--- src/rtl/room_manager.sv ---
// Room index owner for the level ROM: watches the player at each frame tick, detects door
// exits and sequences fade-out, room swap with teleport, and fade-in.
module room_manager #(
   parameter logic [2:0]       START_ROOM  = 3'd0,
   parameter logic [3:0]       FADE_FRAMES = 4'd8,
   parameter logic [9:0]       EDGE_MARGIN = 10'd4,
   parameter logic [9:0]       SPRITE_SIZE = 10'd32,
   parameter logic [0:7][11:0] NEIGHBOURS  = {12'h3FF, 12'hE3F, {6{12'hFFF}}}
) (
   input  logic       Clk,
   input  logic       Reset,
   input  logic       frame_tick,
   input  logic [9:0] player_x,
   input  logic [9:0] player_y,
   output logic [2:0] room,
   output logic [3:0] fade,
   output logic       transition_active,
   output logic       player_load,
   output logic [9:0] load_x,
   output logic [9:0] load_y
);

   typedef enum logic [1:0] {
      IDLE     = 2'd0,
      FADE_OUT = 2'd1,
      SWAP     = 2'd2,
      FADE_IN  = 2'd3
   } StateT;

   localparam logic [9:0] SOUTH_LIMIT = 10'd480 - SPRITE_SIZE - EDGE_MARGIN;
   localparam logic [9:0] EAST_LIMIT  = 10'd640 - SPRITE_SIZE - EDGE_MARGIN;
   localparam logic [9:0] NORTH_LAND  = SOUTH_LIMIT - 10'd1;
   localparam logic [9:0] WEST_LAND   = EAST_LIMIT - 10'd1;
   localparam logic [4:0] FADE_END    = {1'b0, FADE_FRAMES};

   // Fade level is floor(count*15/FADE_FRAMES) so the ramp ends exactly at 15.
   function automatic logic [3:0] fadeOf(input logic [4:0] c);
      logic [8:0] scaled;
      scaled = (9'(c) * 9'd15) / 9'(FADE_FRAMES);
      if (scaled > 9'd15)
         fadeOf = 4'd15;
      else
         fadeOf = scaled[3:0];
   endfunction

   StateT      r_state;
   logic [4:0] r_count;
   logic [3:0] r_fade;
   logic [2:0] r_room;
   logic [2:0] r_target;
   logic [9:0] r_loadX;
   logic [9:0] r_loadY;
   logic       r_skip;

   StateT      w_nextState;
   logic [4:0] w_nextCount;
   logic [3:0] w_nextFade;
   logic [2:0] w_nextRoom;
   logic [2:0] w_nextTarget;
   logic [9:0] w_nextLoadX;
   logic [9:0] w_nextLoadY;
   logic       w_nextSkip;

   logic [11:0] w_links;
   logic        w_hitN;
   logic        w_hitS;
   logic        w_hitW;
   logic        w_hitE;
   logic [2:0]  w_exitRoom;
   logic        w_exitValid;
   logic [9:0]  w_landX;
   logic [9:0]  w_landY;
   logic [4:0]  w_stepUp;
   logic [4:0]  w_stepDown;

   assign w_links     = NEIGHBOURS[r_room];
   assign w_hitN      = player_y < EDGE_MARGIN;
   assign w_hitS      = player_y > SOUTH_LIMIT;
   assign w_hitW      = player_x < EDGE_MARGIN;
   assign w_hitE      = player_x > EAST_LIMIT;
   assign w_exitValid = w_exitRoom != 3'b111;
   assign w_stepUp    = r_count + 5'd1;
   assign w_stepDown  = r_count - 5'd1;

   // Only the highest-priority edge is considered; a blocked edge masks lower ones.
   always_comb begin
      w_exitRoom = 3'b111;
      w_landX    = player_x;
      w_landY    = player_y;
      if (w_hitN) begin
         w_exitRoom = w_links[11:9];
         w_landY    = NORTH_LAND;
      end else if (w_hitS) begin
         w_exitRoom = w_links[8:6];
         w_landY    = EDGE_MARGIN;
      end else if (w_hitW) begin
         w_exitRoom = w_links[5:3];
         w_landX    = WEST_LAND;
      end else if (w_hitE) begin
         w_exitRoom = w_links[2:0];
         w_landX    = EDGE_MARGIN;
      end
   end

   always_comb begin
      w_nextState  = r_state;
      w_nextCount  = r_count;
      w_nextFade   = r_fade;
      w_nextRoom   = r_room;
      w_nextTarget = r_target;
      w_nextLoadX  = r_loadX;
      w_nextLoadY  = r_loadY;
      w_nextSkip   = r_skip;
      case (r_state)
         IDLE: begin
            if (frame_tick) begin
               if (r_skip) begin
                  w_nextSkip = 1'b0;
               end else if (w_exitValid) begin
                  w_nextState  = FADE_OUT;
                  w_nextCount  = 5'd0;
                  w_nextTarget = w_exitRoom;
                  w_nextLoadX  = w_landX;
                  w_nextLoadY  = w_landY;
               end
            end
         end
         FADE_OUT: begin
            if (frame_tick) begin
               w_nextCount = w_stepUp;
               if (w_stepUp >= FADE_END) begin
                  w_nextFade  = 4'd15;
                  w_nextState = SWAP;
               end else begin
                  w_nextFade = fadeOf(w_stepUp);
               end
            end
         end
         SWAP: begin
            w_nextRoom  = r_target;
            w_nextCount = FADE_END;
            w_nextState = FADE_IN;
         end
         FADE_IN: begin
            if (frame_tick) begin
               w_nextCount = w_stepDown;
               if (w_stepDown == 5'd0) begin
                  w_nextFade  = 4'd0;
                  w_nextState = IDLE;
                  w_nextSkip  = 1'b1;
               end else begin
                  w_nextFade = fadeOf(w_stepDown);
               end
            end
         end
         default: begin
            w_nextState = IDLE;
         end
      endcase
   end

   always_ff @(posedge Clk) begin
      if (Reset) begin
         r_state  <= IDLE;
         r_count  <= 5'd0;
         r_fade   <= 4'd0;
         r_room   <= START_ROOM;
         r_target <= START_ROOM;
         r_loadX  <= 10'd0;
         r_loadY  <= 10'd0;
         r_skip   <= 1'b0;
      end else begin
         r_state  <= w_nextState;
         r_count  <= w_nextCount;
         r_fade   <= w_nextFade;
         r_room   <= w_nextRoom;
         r_target <= w_nextTarget;
         r_loadX  <= w_nextLoadX;
         r_loadY  <= w_nextLoadY;
         r_skip   <= w_nextSkip;
      end
   end

   assign room              = r_room;
   assign fade              = r_fade;
   assign transition_active = r_state != IDLE;
   assign player_load       = r_state == SWAP;
   assign load_x            = (r_state == SWAP) ? r_loadX : 10'd0;
   assign load_y            = (r_state == SWAP) ? r_loadY : 10'd0;

endmodule

--- config.mk ---
export PLATFORM = sky130hd
export DESIGN_NAME = room_manager
export DESIGN_NICKNAME = d
export VERILOG_FILES = /design/src/rtl/room_manager.sv
export SDC_FILE = /design/constraint.sdc
export NUM_CORES = 1
export LEC_CHECK = 0
export BUFFER_PORTS_ARGS = -buffer_cell sky130_fd_sc_hd__buf_2
export CORE_MARGIN = 8
export CORE_UTILIZATION = 51
export DETAILED_ROUTE_END_ITERATION = 16
export GPL_TIMING_DRIVEN = 0
export PLACE_DENSITY = 0.88
export SYNTH_ARGS = -nofsm -noshare
export SYNTH_HDL_FRONTEND = slang
export SYNTH_SLANG_ARGS = --single-unit
--- constraint.sdc ---
create_clock -name Clk -period 3.4 [get_ports Clk]
set_input_delay 0.68 -clock Clk [delete_from_list [all_inputs] [get_ports Clk]]
set_output_delay 0.68 -clock Clk [all_outputs]
set_load 0.01 [all_outputs]
# Word-level counts from Yosys, hierarchy flattened
# Memory sizes are Yosys's and may differ from the RTL's.
# Index checks and enable logic that the tools add are counted.
word_totals:
  ff_bits: 38
  latchBits: 0
  ramBits: 0
  romBits: 96
  output_inout_bits: 29
  elab_cells: 83
  mem_count: 1
mem_list:
  columns: ["memory", "words", "width", "read_ports", "rd_clocked_by_memory_dff", "write_ports", "line_no", "source"]
  rows:
  - ["(name not given)", 8, 12, 1, 0, 0, "76", "assign w_links = NEIGHBOURS[r_room];"]
op_classes:
  n_addsub: 2
  mul: 2
  div: 0
  magnitude_cmp: 8
  eq_ne: 11
  n_shift: 0
  mux: 39
  bitwise_logic: 2
  reduce_logical: 10
op_table:
  columns: ["cell", "count"]
  rows:
  - ["$mux W10", 8]
  - ["$mux W5", 5]
  - ["$mux W12", 2]
  - ["$mux W4", 6]
  - ["$lt A10 B3 Y1 const B", 2]
  - ["$pmux W5 S4", 1]
  - ["$mul A5 B4 Y9 const B", 2]
  - ["$mux W2", 7]
  - ["$ne A2 B2 Y1 const B", 7]
  - ["$gt A6 B4 Y1 const B", 2]
  - ["$mux W3", 4]
  - ["$gt A10 B10 Y1 const B", 1]
  - ["$gt A10 B9 Y1 const B", 1]
  - ["$pmux W2 S4", 1]
  - ["$pmux W4 S2", 1]
  - ["$reduce_and A4 Y1", 2]
  - ["$reduce_and A7 Y1", 1]
  - ["$reduce_bool A2 Y1", 3]
  - ["$add A5 B1 Y5 const B", 1]
  - ["$ge A5 B4 Y1 const B", 1]
  - ["$logic_not A5 Y1", 1]
  - ["$reduce_and A5 Y1", 1]
  - ["$sub A5 B1 Y5 const B", 1]
  - ["$eq A2 B2 Y1 const B", 2]
  - ["other kinds (9)", 11]

# Depth between registers and ports, before layout
# Gate-level depths: netlist of run 1.
depth:
  ltp_word: 13
  ltp_mapped: 17
  depth_no_buf: 16

# Worst setup path before layout of run 1
# No wires, ideal clock.
synth_timing:
  path_kind: "register to register"
  start: "reg r_count[0]"
  end: "reg r_fade[0], in the netlist fade[0]"
  t_arrival_ns: 3.538
  t_required_ns: 3.259
  setup_slack_ns: -0.278
  stages_incl_launch_ff: 13
  path_buffers: 0
  synth_period_minus_slack_ns: 3.678
  cell_sequence: "dfxtp_1 ha_1 xnor2_1 fa_1 fa_1 inv_1 ha_1 o21ai_0 o211a_1 nor4_1 o21ai_0 a21boi_0 a311oi_1"
synth_between:
  elab_chain_cells: 7
synth_lines:
  columns: ["element", "line_no", "source"]
  rows:
  - ["start: declaration", "47", "logic [4:0] r_count;"]
  - ["start signal: assignment", "174", "r_count <= w_nextCount;"]
  - ["$sub A5 B1 Y5 / $add A5 B1 Y5 (equally long branches)", "83, 82", null]
  - ["$mul A5 B4 Y9", "39", "scaled = (9'(c) * 9'd15) / 9'(FADE_FRAMES);"]
  - ["$gt A6 B4 Y1", "40", "if (scaled > 9'd15)"]
  - ["$mux W4", "40", null]
  - ["$mux W4 (on tied branches)", "147, 131", null]
  - ["$mux W4 (on tied branches)", "145, 129", null]
  - ["$pmux W4 S2 (*)", "114", "case (r_state)"]
  - ["end signal: assignment", "175", "r_fade <= w_nextFade;"]
  - ["end: declaration", "48", "logic [3:0] r_fade;"]
# Every way passes the cells marked *; elsewhere a longest branch is shown, timed or not. The select of a mux whose other input is x is not followed.
# A chain may end at the register's enable or synchronous reset.

# Worst setup path in the final report of run 1
layout_timing:
  start: "reg r_count[2]"
  end: "reg r_fade[1], in the netlist fade[1]"
# The elaborated chain is that of the path after synthesis.

==> out/results.txt, run 1 <==
CTS sink count: 36
Clock power share: 0.355
Reg-to-reg critical path endpoint: fade[1]$_SDFFE_PP0P_
Post-synth ARST share: 0
Number of setup violations in the final report: 2
Met2 usage: 0.343
CP startpoint: r_count[2]$_SDFFE_PP0P_
Run status: complete, but fails checks
Total GRT Usage: 0.183
FMAX: 0.293 GHz
Failing checks: setup timing
Initial core utilization: 0.530
Placed wire-length estimate: 5.26 mm
CTS tree: built
Net Count, Synth: 404
H-tree levels: 2
Combinational power share: 0.215
CP Capture Point: fade[1]$_SDFFE_PP0P_
Die H: 91.6 µm
Worst reg-to-reg path cell count: 16
First-pass DRT Iterations: 4
VDD IR-drop max: 262 µV
Gpl congestion: 0.874
P per Cell Area: 255 nW/µm²
Gr ovfl total: 0
RSZ-0062 raised after global routing: true
Reg power frac: 0.430
Final Hold Vio Count: 0
Clock Root Buffer: clkbuf_8
CP Max Fanout: 4
Commonest non-fill, non-tap cells in the layout: 53 x buf_2, 32 x dfxtp_1, 29 x buf_4
Clock slew at reported path FFs: 0.07 ns
Worst-margin pin slew: 0.600 ns
Synthesis Warnings: 0
Share of layout cells above drive strength 1: 0.373
Die area: 8400 µm²
Worst EP arrival: 3.57 ns
Routed Antenna Nets: 0
DR WL/cell: 17.2 µm
ANT cells: 0
Met3 Usage GRT: 0.0342
Final wirelength: 8.51 mm
Pin count of the biggest net entering global routing: 12
Mean Syn Cell Area: 8.68 µm²
Die width: 91.6 µm
Ys flop type: dfxtp_1
Final setup margin: -0.0135 ns
Area growth, synth to finish: 41.4%
Final period utilization: 1.00
Iter 0 DRT Violations: 110
Fillcell total: 359
R2R Path Start: r_count[2]$_SDFFE_PP0P_
HP Start: r_loadY[3]$_SDFFE_PP0P_
Total number of vias: 2702
Cell Rows: 27
Max_cap viols: 0
Clk_skew: 0.00339 ns
Worst hold path type: flop to flop
P_leak: 1.75 nW
Count of different cell masters after synthesis: 50
Tot Pwr: 1.05 mW
Vias in the first global route: 2770
DR vias/cell: 5.45
Yosys reg bits: 36
Fin crit period: 3.41 ns
Core footprint: 5510 µm²
Switching share of power: 0.291
Clock buffer depth: 2
Most common cell after layout, fill and taps aside: buf_2
Post-Syn Area: 2920 µm²
Port bufs: 51
Final Max Slew Viols: 0
Net switching power: 0.306 mW
Crit path kind: flop to flop
First-pass GRT wire length: 12.7 mm
Worst EP required: 3.55 ns
Met1 Track Usage GR: 0.193
Number of synthesized flops with an enable pin: 0
Worst setup SP type: flop
WHS: 0.461 ns
Rel. slew slack: 0.600
Clk Latency, worst-skew pair: 0.29 ns
Antenna violations before repair: 0
R2R Setup Slk: -0.01 ns
Nets: 491
Sequential area share after synthesis: 0.247
Mapped Cells: 336
GRT Max-Usage Layer: met2
Crit. End Element: flop
Number of top-level pins: 52
Total CTS buffers: 5
DR DRC count: 0
Int Pwr: 0.744 mW
## layer usage
metal / vias to the layer above / routed length, µm
met2: 74 / 4610
met5: - / 0
met1: 1312 / 3340
li1: 1302 / -
met4: 0 / 205
met3: 14 / 362
## flip-flops by register name (all words and copies together), names as in the netlist
name and cells:
fade 4, r_count 5, r_loadX 10, r_loadY 10
r_skip 1, r_state 2, r_target 2, room 2
## synthesized netlist by cell type, drive strengths merged (3+ instances only)
cell type,instances,area (µm²)
a21o,5,37.5
a21oi,13,65.1
a311oi,4,35.0
and2,20,125
buf,4,22.5
clkbuf,11,41.3
dfxtp,36,721
fa,8,160
ha,37,463
inv,29,109
mux2i,15,150
nand2,19,71.3
nand2b,27,169
nand3,5,25.0
nor2,16,62.6
nor2b,7,43.8
nor3b,4,30.0
nor4,4,25.0
o21a,10,75.1
o21ai,10,50.1
o31ai,3,22.5
or3,5,31.3
xnor2,10,87.6
xor2,7,61.3
## metrics by stage
stage	util	setup TNS (ns)	std cells	setup WS, ns	area (µm²)
after floorplan	-	0	336	0.0187	2990
after global placement	0.606	-1.47	459	-0.386	3340
after detailed placement	0.606	-1.79	459	-0.454	3340
after CTS	0.696	0	487	0.0162	3830
after global routing	0.749	-0.458	496	-0.146	4130
final	0.749	-0.0170	496	-0.0135	4130
## power groups by stage
stage | sequential (mW) | clock (mW) | combinational [mW]
3_3_place_gp | 0.460 | 0 | 0.197
4_1_cts | 0.450 | 0.376 | 0.207
5_1_grt | 0.453 | 0.395 | 0.242
2_1_floorplan | 0.464 | 0 | 0.132
6_report | 0.452 | 0.373 | 0.225
3_5_place_dp | 0.460 | 0 | 0.202
## area by class of cell
class,count,area [µm²],area share
Sequential cell,36,733,0.178
Timing Repair Buffer,81,488,0.118
Tap cell,72,90.1,0.0218
Clock buffer,6,72.6,0.0176
Buffer,14,70.1,0.0170
Multi-Input combinational cell,256,2520,0.610
Inverter,29,119,0.0288
Clock inverter,2,35.0,0.00849
## critical path, stage by stage, from the launching register on
cell and delay [ns]:
dfxtp_4 0.37, buf_8 0.13, inv_6 0.05, ha_4 0.11, a21boi_4 0.23, xor2_4 0.24, inv_2 0.07, ha_4 0.22
ha_4 0.14, a21o_1 0.18, ha_4 0.25, ha_4 0.17, nor4_1 0.30, a311o_1 0.30, nor2_4 0.08, o31ai_2 0.28
a311oi_2 0.13
## worst min path at each step
| stage | end | slack [ns] | cells past startpoint |
|---|---|---|---|
| after detailed placement | r_loadY[3]$_SDFFE_PP0P_ | 0.45 | 1 |
| after CTS | r_loadY[3]$_SDFFE_PP0P_ | 0.46 | 1 |
| after global routing | r_loadY[1]$_SDFFE_PP0P_ | 0.49 | 1 |
| after floorplan | r_loadY[0]$_SDFFE_PP0P_ | 0.43 | 1 |
| after global placement | r_loadY[8]$_SDFFE_PP0P_ | 0.44 | 1 |
| final | r_loadY[3]$_SDFFE_PP0P_ | 0.46 | 1 |
## cell families after synthesis
| logic type | Yosys count | share of synthesized area |
|---|---|---|
| xor+xnor | 18 | 0.0592 |
| simple gates | 118 | 0.229 |
| fa+ha+maj | 45 | 0.214 |
| flops | 36 | 0.247 |
| mux | 15 | 0.0515 |
| buf+inv | 44 | 0.0592 |
| compound gates | 60 | 0.141 |
## what timing repair did
item | 4_1_cts | 5_1_grt
pin swaps | 21 | 29
endpoints found under the setup margin | 4 | 4
buffers inserted | 21 | 9
gates resized for setup | 40 | 41
hold buffers | 0 | 0
No activity file was read; power rests on OpenSTA's default activity.
==> run 2: changes to the inputs <==
--- a/config.mk
+++ b/config.mk
@@ -7,10 +7,10 @@
 export LEC_CHECK = 0
 export BUFFER_PORTS_ARGS = -buffer_cell sky130_fd_sc_hd__buf_2
 export CORE_MARGIN = 8
-export CORE_UTILIZATION = 51
+export CORE_UTILIZATION = 45
 export DETAILED_ROUTE_END_ITERATION = 16
 export GPL_TIMING_DRIVEN = 0
-export PLACE_DENSITY = 0.88
+export PLACE_DENSITY = 0.8
 export SYNTH_ARGS = -nofsm -noshare
 export SYNTH_HDL_FRONTEND = slang
 export SYNTH_SLANG_ARGS = --single-unit
==> run 2 against run 1 <==
  * The run still ends with setup timing left
  * Total power decreased by 5.8%
  * Clock power decreased by 12%
  * Combinational power shrank 6%
==> out/results.txt, run 2 (same netlist as run 1, synthesis figures left out) <==
Port bufs: 51 (unchanged)
H-tree levels: 2 (unchanged)
Worst EP arrival: 3.56 ns (about the same)
Crit path kind: flop to flop
Number of top-level pins: 52 (unchanged)
ANT cells: 0 (unchanged)
Commonest non-fill, non-tap cells in the layout: 53 x buf_2, 32 x dfxtp_1, 26 x nand2b_1
CTS sink count: 36 (unchanged)
Fillcell total: 499 (+39%)
# hold bufs at CTS: 0 (unchanged)
Worst path bufs/invs: 2 (-1)
Final Hold Vio Count: 0 (unchanged)
Total CTS buffers: 5 (unchanged)
Total number of vias: 2634 (-2.5%)
Fin Setup TNS: -0.0106 ns (+0.00640 ns)
Run status: complete, but fails checks
Largest regs: r_loadX x10, r_loadY x10, r_count x5
Worst path max stage delay: 0.49 ns (+0.12 ns)
Die width: 96.5 µm (+5.3%)
Worst path cell trace: ha_2 -> nand2_4 -> xnor2_4 -> inv_2 -> fa_1 -> fa_1 -> inv_1 -> ha_4 -> o21ai_2 -> o211a_1 -> nor4_2 -> o21ai_2 -> a21boi_2 -> a311oi_2
Cell family with most CP delay: adder cells
First-pass GRT wire length: 12.3 mm (-3.4%)
DR DRC count: 0 (unchanged)
Worst-margin pin slew: 0.558 ns (-0.0417 ns)
Clk Latency, worst-skew pair: 0.29 ns (about the same)
Worst EP required: 3.55 ns (about the same)
Nets: 489 (-0.41%)
DR WL/cell: 15.9 µm (-7.6%)
VDD IR-drop max: 243 µV (-7.2%)
Pin count of the biggest net entering global routing: 11 (-1)
Clock buffer depth: 2 (unchanged)
First-pass DRT Iterations: 4 (unchanged)
DR vias/cell: 5.29 (-2.9%)
Worst hold path type: flop to flop
Vias in the first global route: 2733 (-1.3%)
RSZ-0062 raised after global routing: true
Gr ovfl total: 0 (unchanged)
Max_cap viols: 0 (unchanged)
Number of setup violations in the final report: 2 (unchanged)
Non-filler cells in the finished layout: 498 (+0.40%)
Gpl congestion: 0.813 (-7.0%)
Final Max Slew Viols: 0 (unchanged)
FMAX: 0.293 GHz (+0.12%)
Core Util, Final: 0.654 (-0.0956)
Die area: 9320 µm² (+11%)
P_leak: 1.75 nW (about the same)
Antenna violations before repair: 0 (unchanged)
CP Max Fanout: 5 (+1)
DP Worst Slack: -0.509 ns (-0.0554 ns)
Initial core utilization: 0.462 (-0.0677)
R2R Setup Slk: -0.009 ns (about the same)
Total GRT Usage: 0.165 (-0.0181)
CTS tree: built
Final period utilization: 1.00 (-0.00125)
Worst setup SP type: flop
Routed Antenna Nets: 0 (unchanged)
P per Cell Area: 240 nW/µm² (-5.9%)
Area growth, synth to finish: 41.4% (about the same)
Most common cell after layout, fill and taps aside: buf_2
Tot Pwr: 0.989 mW (-5.8%)
Rel. slew slack: 0.627 (+0.0271)
Placed wire-length estimate: 5.24 mm (-0.42%)
Dpl cells: 464 (+1.1%)
Die H: 96.5 µm (+5.3%)
Clock Root Buffer: clkbuf_8
Final wirelength: 7.90 mm (-7.2%)
Crit. End Element: flop
Clock slew at reported path FFs: 0.07 ns (about the same)
Fin crit period: 3.41 ns (-0.00425 ns)
Cell Rows: 29 (+7.4%)
Clk_skew: 0.00395 ns (+0.000553 ns)
Core footprint: 6310 µm² (+15%)
Final setup margin: -0.00928 ns (+0.00425 ns)
Share of layout cells above drive strength 1: 0.366 (-0.00685)
CP max-delay cell: fa_1
Failing checks: setup timing
Iter 0 DRT Violations: 77 (-30%)
[run 2: changes by cell type in the layout (fill, tap and decap cells not counted), sizes merged]
| cell | change |
|---|---|
| buf | -2 |
| bufinv | -1 |
| clkbuf | +1 |
| clkinv | -1 |
[run 2: metrics by stage]
step | cell area, µm² | hold slack, ns
finish | 4130 | 0.464
global route | 4130 | 0.488
CTS | 3830 | 0.468
detailed placement | 3340 | 0.451
global placement | 3340 | 0.440
floorplan | 2990 | 0.433
[run 2: path summary, 6_finish.rpt]
check,cells past startpoint,to,startpoint
worst max-delay path,14,fade[1]$_SDFFE_PP0P_,r_count[1]$_SDFFE_PP0P_
worst max register to register,14,fade[1]$_SDFFE_PP0P_,r_count[1]$_SDFFE_PP0P_
worst min register to register,1,r_loadY[7]$_SDFFE_PP0P_,r_loadY[7]$_SDFFE_PP0P_
worst min-delay path,1,r_loadY[7]$_SDFFE_PP0P_,r_loadY[7]$_SDFFE_PP0P_
[run 2: worst register-to-register path: cells and delay by family, from the launching register on]
| family | cells | cell delay (ns) |
|---|---|---|
| buffers and inverters | 2 | 0.13 |
| and+or+nand+nor | 2 | 0.34 |
| DFF | 1 | 0.40 |
| AOI/OAI and AO/OA | 5 | 0.75 |
| xor gates and xnor gates | 1 | 0.19 |
| adders and majority gates | 4 | 1.47 |
[run 2: area by class of cell]
class	instances	area, µm²	share of cell area
multi-input combinational	256	2520	0.612
sequential	36	731	0.177
timing repair buffer	79	493	0.119
inverter	29	119	0.0288
clock buffer	7	96.3	0.0233
tap	77	96.3	0.0233
buffer	14	66.3	0.0161
[run 2: what timing repair did]
action,CTS,global route
buffers inserted,20,8
resized for setup,38,41
pin swaps,15,28
endpoints found under the setup margin,4,4
[run 2: power by group]
part	internal (mW)	switching, mW
logic	0.0892	0.122
registers	0.437	0.0122
clock network	0.180	0.148
total	0.707	0.282
[run 2: layer usage]
layer / vias to the layer above / wire length, µm / global-route usage
met3: 15 / 283 / 0.0348
met5: - / 0 / 0
met4: 0 / 134 / 0.0504
li1: 1301 / - / -
met1: 1275 / 3260 / 0.184
met2: 43 / 4220 / 0.304
==> run 3: changes to the inputs <==
--- a/config.mk
+++ b/config.mk
@@ -11,6 +11,7 @@
 export DETAILED_ROUTE_END_ITERATION = 16
 export GPL_TIMING_DRIVEN = 0
 export PLACE_DENSITY = 0.8
+export SKIP_CTS_REPAIR_TIMING = 1
 export SYNTH_ARGS = -nofsm -noshare
 export SYNTH_HDL_FRONTEND = slang
 export SYNTH_SLANG_ARGS = --single-unit
==> constraint.sdc (replaced) <==
create_clock -name Clk -period 3.4 [get_ports Clk]
set_input_delay 0.51 -clock Clk [delete_from_list [all_inputs] [get_ports Clk]]
set_output_delay 0.51 -clock Clk [all_outputs]
set_load 0.01 [all_outputs]
==> run 3 against run 2 <==
  * Critical path type unchanged
  * Highest routed layer unchanged
  * Clock power about the same
  * Clock-buffer cell count unchanged
  * Hold slack about the same
  * The flow still finishes with violations (setup timing)
  * Global-route usage down 1.4 points
  * Critical path depth unchanged
  * Clock skew about the same
  * First-iteration DRC count up 17%
  * Sequential power about the same
  * Combinational power about the same
  * Setup slack worse by 0.032 ns
  * Total power about the same
==> out/results.txt, run 3 (same netlist as run 1, synthesis figures left out) <==
Run status: complete, but fails checks
Failing checks: setup timing
Share of layout cells above drive strength 1: 0.363 (-0.00259)
Final setup margin: -0.0413 ns (-0.0320 ns)
Clk_skew: 0.00399 ns (+0.0000416 ns)
FMAX: 0.291 GHz (-0.93%)
Cell Rows: 29 (unchanged)
CP Max Fanout: 5 (unchanged)
R2R Setup Slk: -0.04 ns (-0.03 ns)
DR vias/cell: 5.30 (+0.19%)
Area growth, synth to finish: 41.5% (about the same)
Core footprint: 6310 µm² (unchanged)
Cell family with most CP delay: adder cells
Placed cell area: 3340 µm² (unchanged)
P per Cell Area: 240 nW/µm² (about the same)
Worst-margin pin slew: 0.552 ns (-0.00628 ns)
Tot Pwr: 0.989 mW (about the same)
Clock Root Buffer: clkbuf_8
Number of top-level pins: 52 (unchanged)
Die area: 9320 µm² (unchanged)
Port bufs: 51 (unchanged)
Rel. slew slack: 0.632 (+0.00419)
CP max-delay cell: fa_1
Worst setup SP type: flop
DR DRC count: 0 (unchanged)
First-pass GRT wire length: 11.4 mm (-7.7%)
Fin Setup TNS: -0.0772 ns (-0.0666 ns)
WHS: 0.464 ns (-0.000126 ns)
Total CTS buffers: 5 (unchanged)
ANT cells: 0 (unchanged)
Final period utilization: 1.01 (+0.00941)
CP Capture Point: fade[1]$_SDFFE_PP0P_
Die width: 96.5 µm (unchanged)
CP startpoint: r_count[1]$_SDFFE_PP0P_
Non-filler cells in the finished layout: 501 (+0.60%)
Dpl cells: 464 (unchanged)
Clock buffer depth: 2 (unchanged)
CTS sink count: 36 (unchanged)
Worst EP required: 3.60 ns (+0.05 ns)
R2R Path Start: r_count[1]$_SDFFE_PP0P_
H-tree levels: 2 (unchanged)
Final Max Slew Viols: 0 (unchanged)
Total GRT Usage: 0.151 (-0.0136)
Clk Latency, worst-skew pair: 0.29 ns (about the same)
Routed Antenna Nets: 0 (unchanged)
First-pass DRT Iterations: 4 (unchanged)
Stages on worst setup path: 14 (unchanged)
DR WL/cell: 15.1 µm (-4.7%)
Worst EP arrival: 3.64 ns (+0.08 ns)
Crit. End Element: flop
Worst path cell trace: inv_6 -> ha_4 -> nor3b_4 -> xor2_2 -> inv_2 -> fa_1 -> inv_2 -> ha_4 -> a21o_1 -> a21oi_2 -> a311o_1 -> nor2_4 -> o31ai_4 -> a311oi_2
RSZ-0062 raised after global routing: true
Commonest non-fill, non-tap cells in the layout: 53 x buf_2, 32 x dfxtp_1, 29 x buf_4
Crit path kind: flop to flop
Gr ovfl total: 0 (unchanged)
Clock slew at reported path FFs: 0.07 ns (about the same)
Final Instance Area: 4130 µm² (about the same)
Final wirelength: 7.57 mm (-4.2%)
CTS tree: built
Reg-to-reg critical path endpoint: fade[1]$_SDFFE_PP0P_
Worst reg-to-reg path cell count: 14 (unchanged)
Antenna violations before repair: 0 (unchanged)
VDD IR-drop max: 243 µV (+0.16%)
Worst hold path type: flop to flop
Iter 0 DRT Violations: 90 (+17%)
Gpl congestion: 0.813 (unchanged)
Final Hold Vio Count: 0 (unchanged)
Pin count of the biggest net entering global routing: 11 (unchanged)
Fillcell total: 484 (-3.0%)
Fin crit period: 3.44 ns (+0.0320 ns)
Most common cell after layout, fill and taps aside: buf_2
Number of setup violations in the final report: 3 (+1)
Total number of vias: 2655 (+0.80%)
Die H: 96.5 µm (unchanged)
Initial core utilization: 0.462 (unchanged)
Worst path max stage delay: 0.57 ns (+0.08 ns)
P_leak: 1.77 nW (+0.89%)
Placed wire-length estimate: 5.24 mm (unchanged)
Nets: 492 (+0.61%)
Largest regs: r_loadX x10, r_loadY x10, r_count x5
Worst path bufs/invs: 3 (+1)
Vias in the first global route: 2614 (-4.4%)
Max_cap viols: 0 (unchanged)
[run 3: changes by cell type in the layout (fill, tap and decap cells not counted), moves of 2 or more]
cell | before | now
ha_2 | 2 | 0
ha_1 | 19 | 22
buf_4 | 24 | 29
buf_6 | 5 | 2
[run 3: layout make-up]
cell class                      count  area (µm²)  share of cell area
Buffer                             14        75.1              0.0182
Timing Repair Buffer               82         508               0.123
Tap cell                           77        96.3              0.0233
Inverter                           29         121              0.0294
Sequential cell                    36         733               0.178
Multi-Input combinational cell    256        2500               0.605
Clock buffer                        7        96.3              0.0233
[run 3: stage by stage]
step | util | setup slack (ns)
2_1_floorplan | - | 0.0187
3_3_place_gp | 0.530 | -0.357
3_5_place_dp | 0.530 | -0.509
4_1_cts | 0.545 | -0.553
5_1_grt | 0.654 | -0.160
6_report | 0.654 | -0.0413
[run 3: layer usage]
layer	wire, µm	share of wire	up-vias	GRT usage
met5	0	0	-	0
met2	4070	0.54	63	0.280
met1	2950	0.39	1267	0.163
li1	-	-	1304	-
met4	182	0.024	0	0.0479
met3	370	0.049	21	0.0410
[run 3: report_power, final]
part	switching, mW	total [mW]	internal [mW]	leakage [nW]
Sequential	0.0122	0.449	0.437	0.293
Combinational	0.122	0.211	0.0891	1.43
Clock	0.149	0.329	0.180	0.0503
Total	0.283	0.989	0.706	1.77
[run 3: worst register-to-register path: stages, from the launching register on]
cell      delay (ns)
dfxtp_4         0.39
inv_6           0.11
ha_4            0.19
nor3b_4         0.27
xor2_2          0.22
inv_2           0.07
fa_1            0.57
inv_2           0.06
ha_4            0.28
a21o_1          0.13
a21oi_2         0.06
a311o_1         0.40
nor2_4          0.23
o31ai_4         0.10
a311oi_2        0.28
[run 3: how the worst min path moves through the flow]
stage                            start                       to  slack (ns)  cells past startpoint
3_5_place_dp   r_loadY[0]$_SDFFE_PP0P_  r_loadY[0]$_SDFFE_PP0P_        0.45                      1
2_1_floorplan  r_loadY[0]$_SDFFE_PP0P_  r_loadY[0]$_SDFFE_PP0P_        0.43                      1
6_report       r_loadY[7]$_SDFFE_PP0P_  r_loadY[7]$_SDFFE_PP0P_        0.46                      1
4_1_cts        r_loadY[0]$_SDFFE_PP0P_  r_loadY[0]$_SDFFE_PP0P_        0.47                      1
5_1_grt        r_loadY[0]$_SDFFE_PP0P_  r_loadY[0]$_SDFFE_PP0P_        0.49                      1
3_3_place_gp   r_loadY[7]$_SDFFE_PP0P_  r_loadY[7]$_SDFFE_PP0P_        0.44                      1
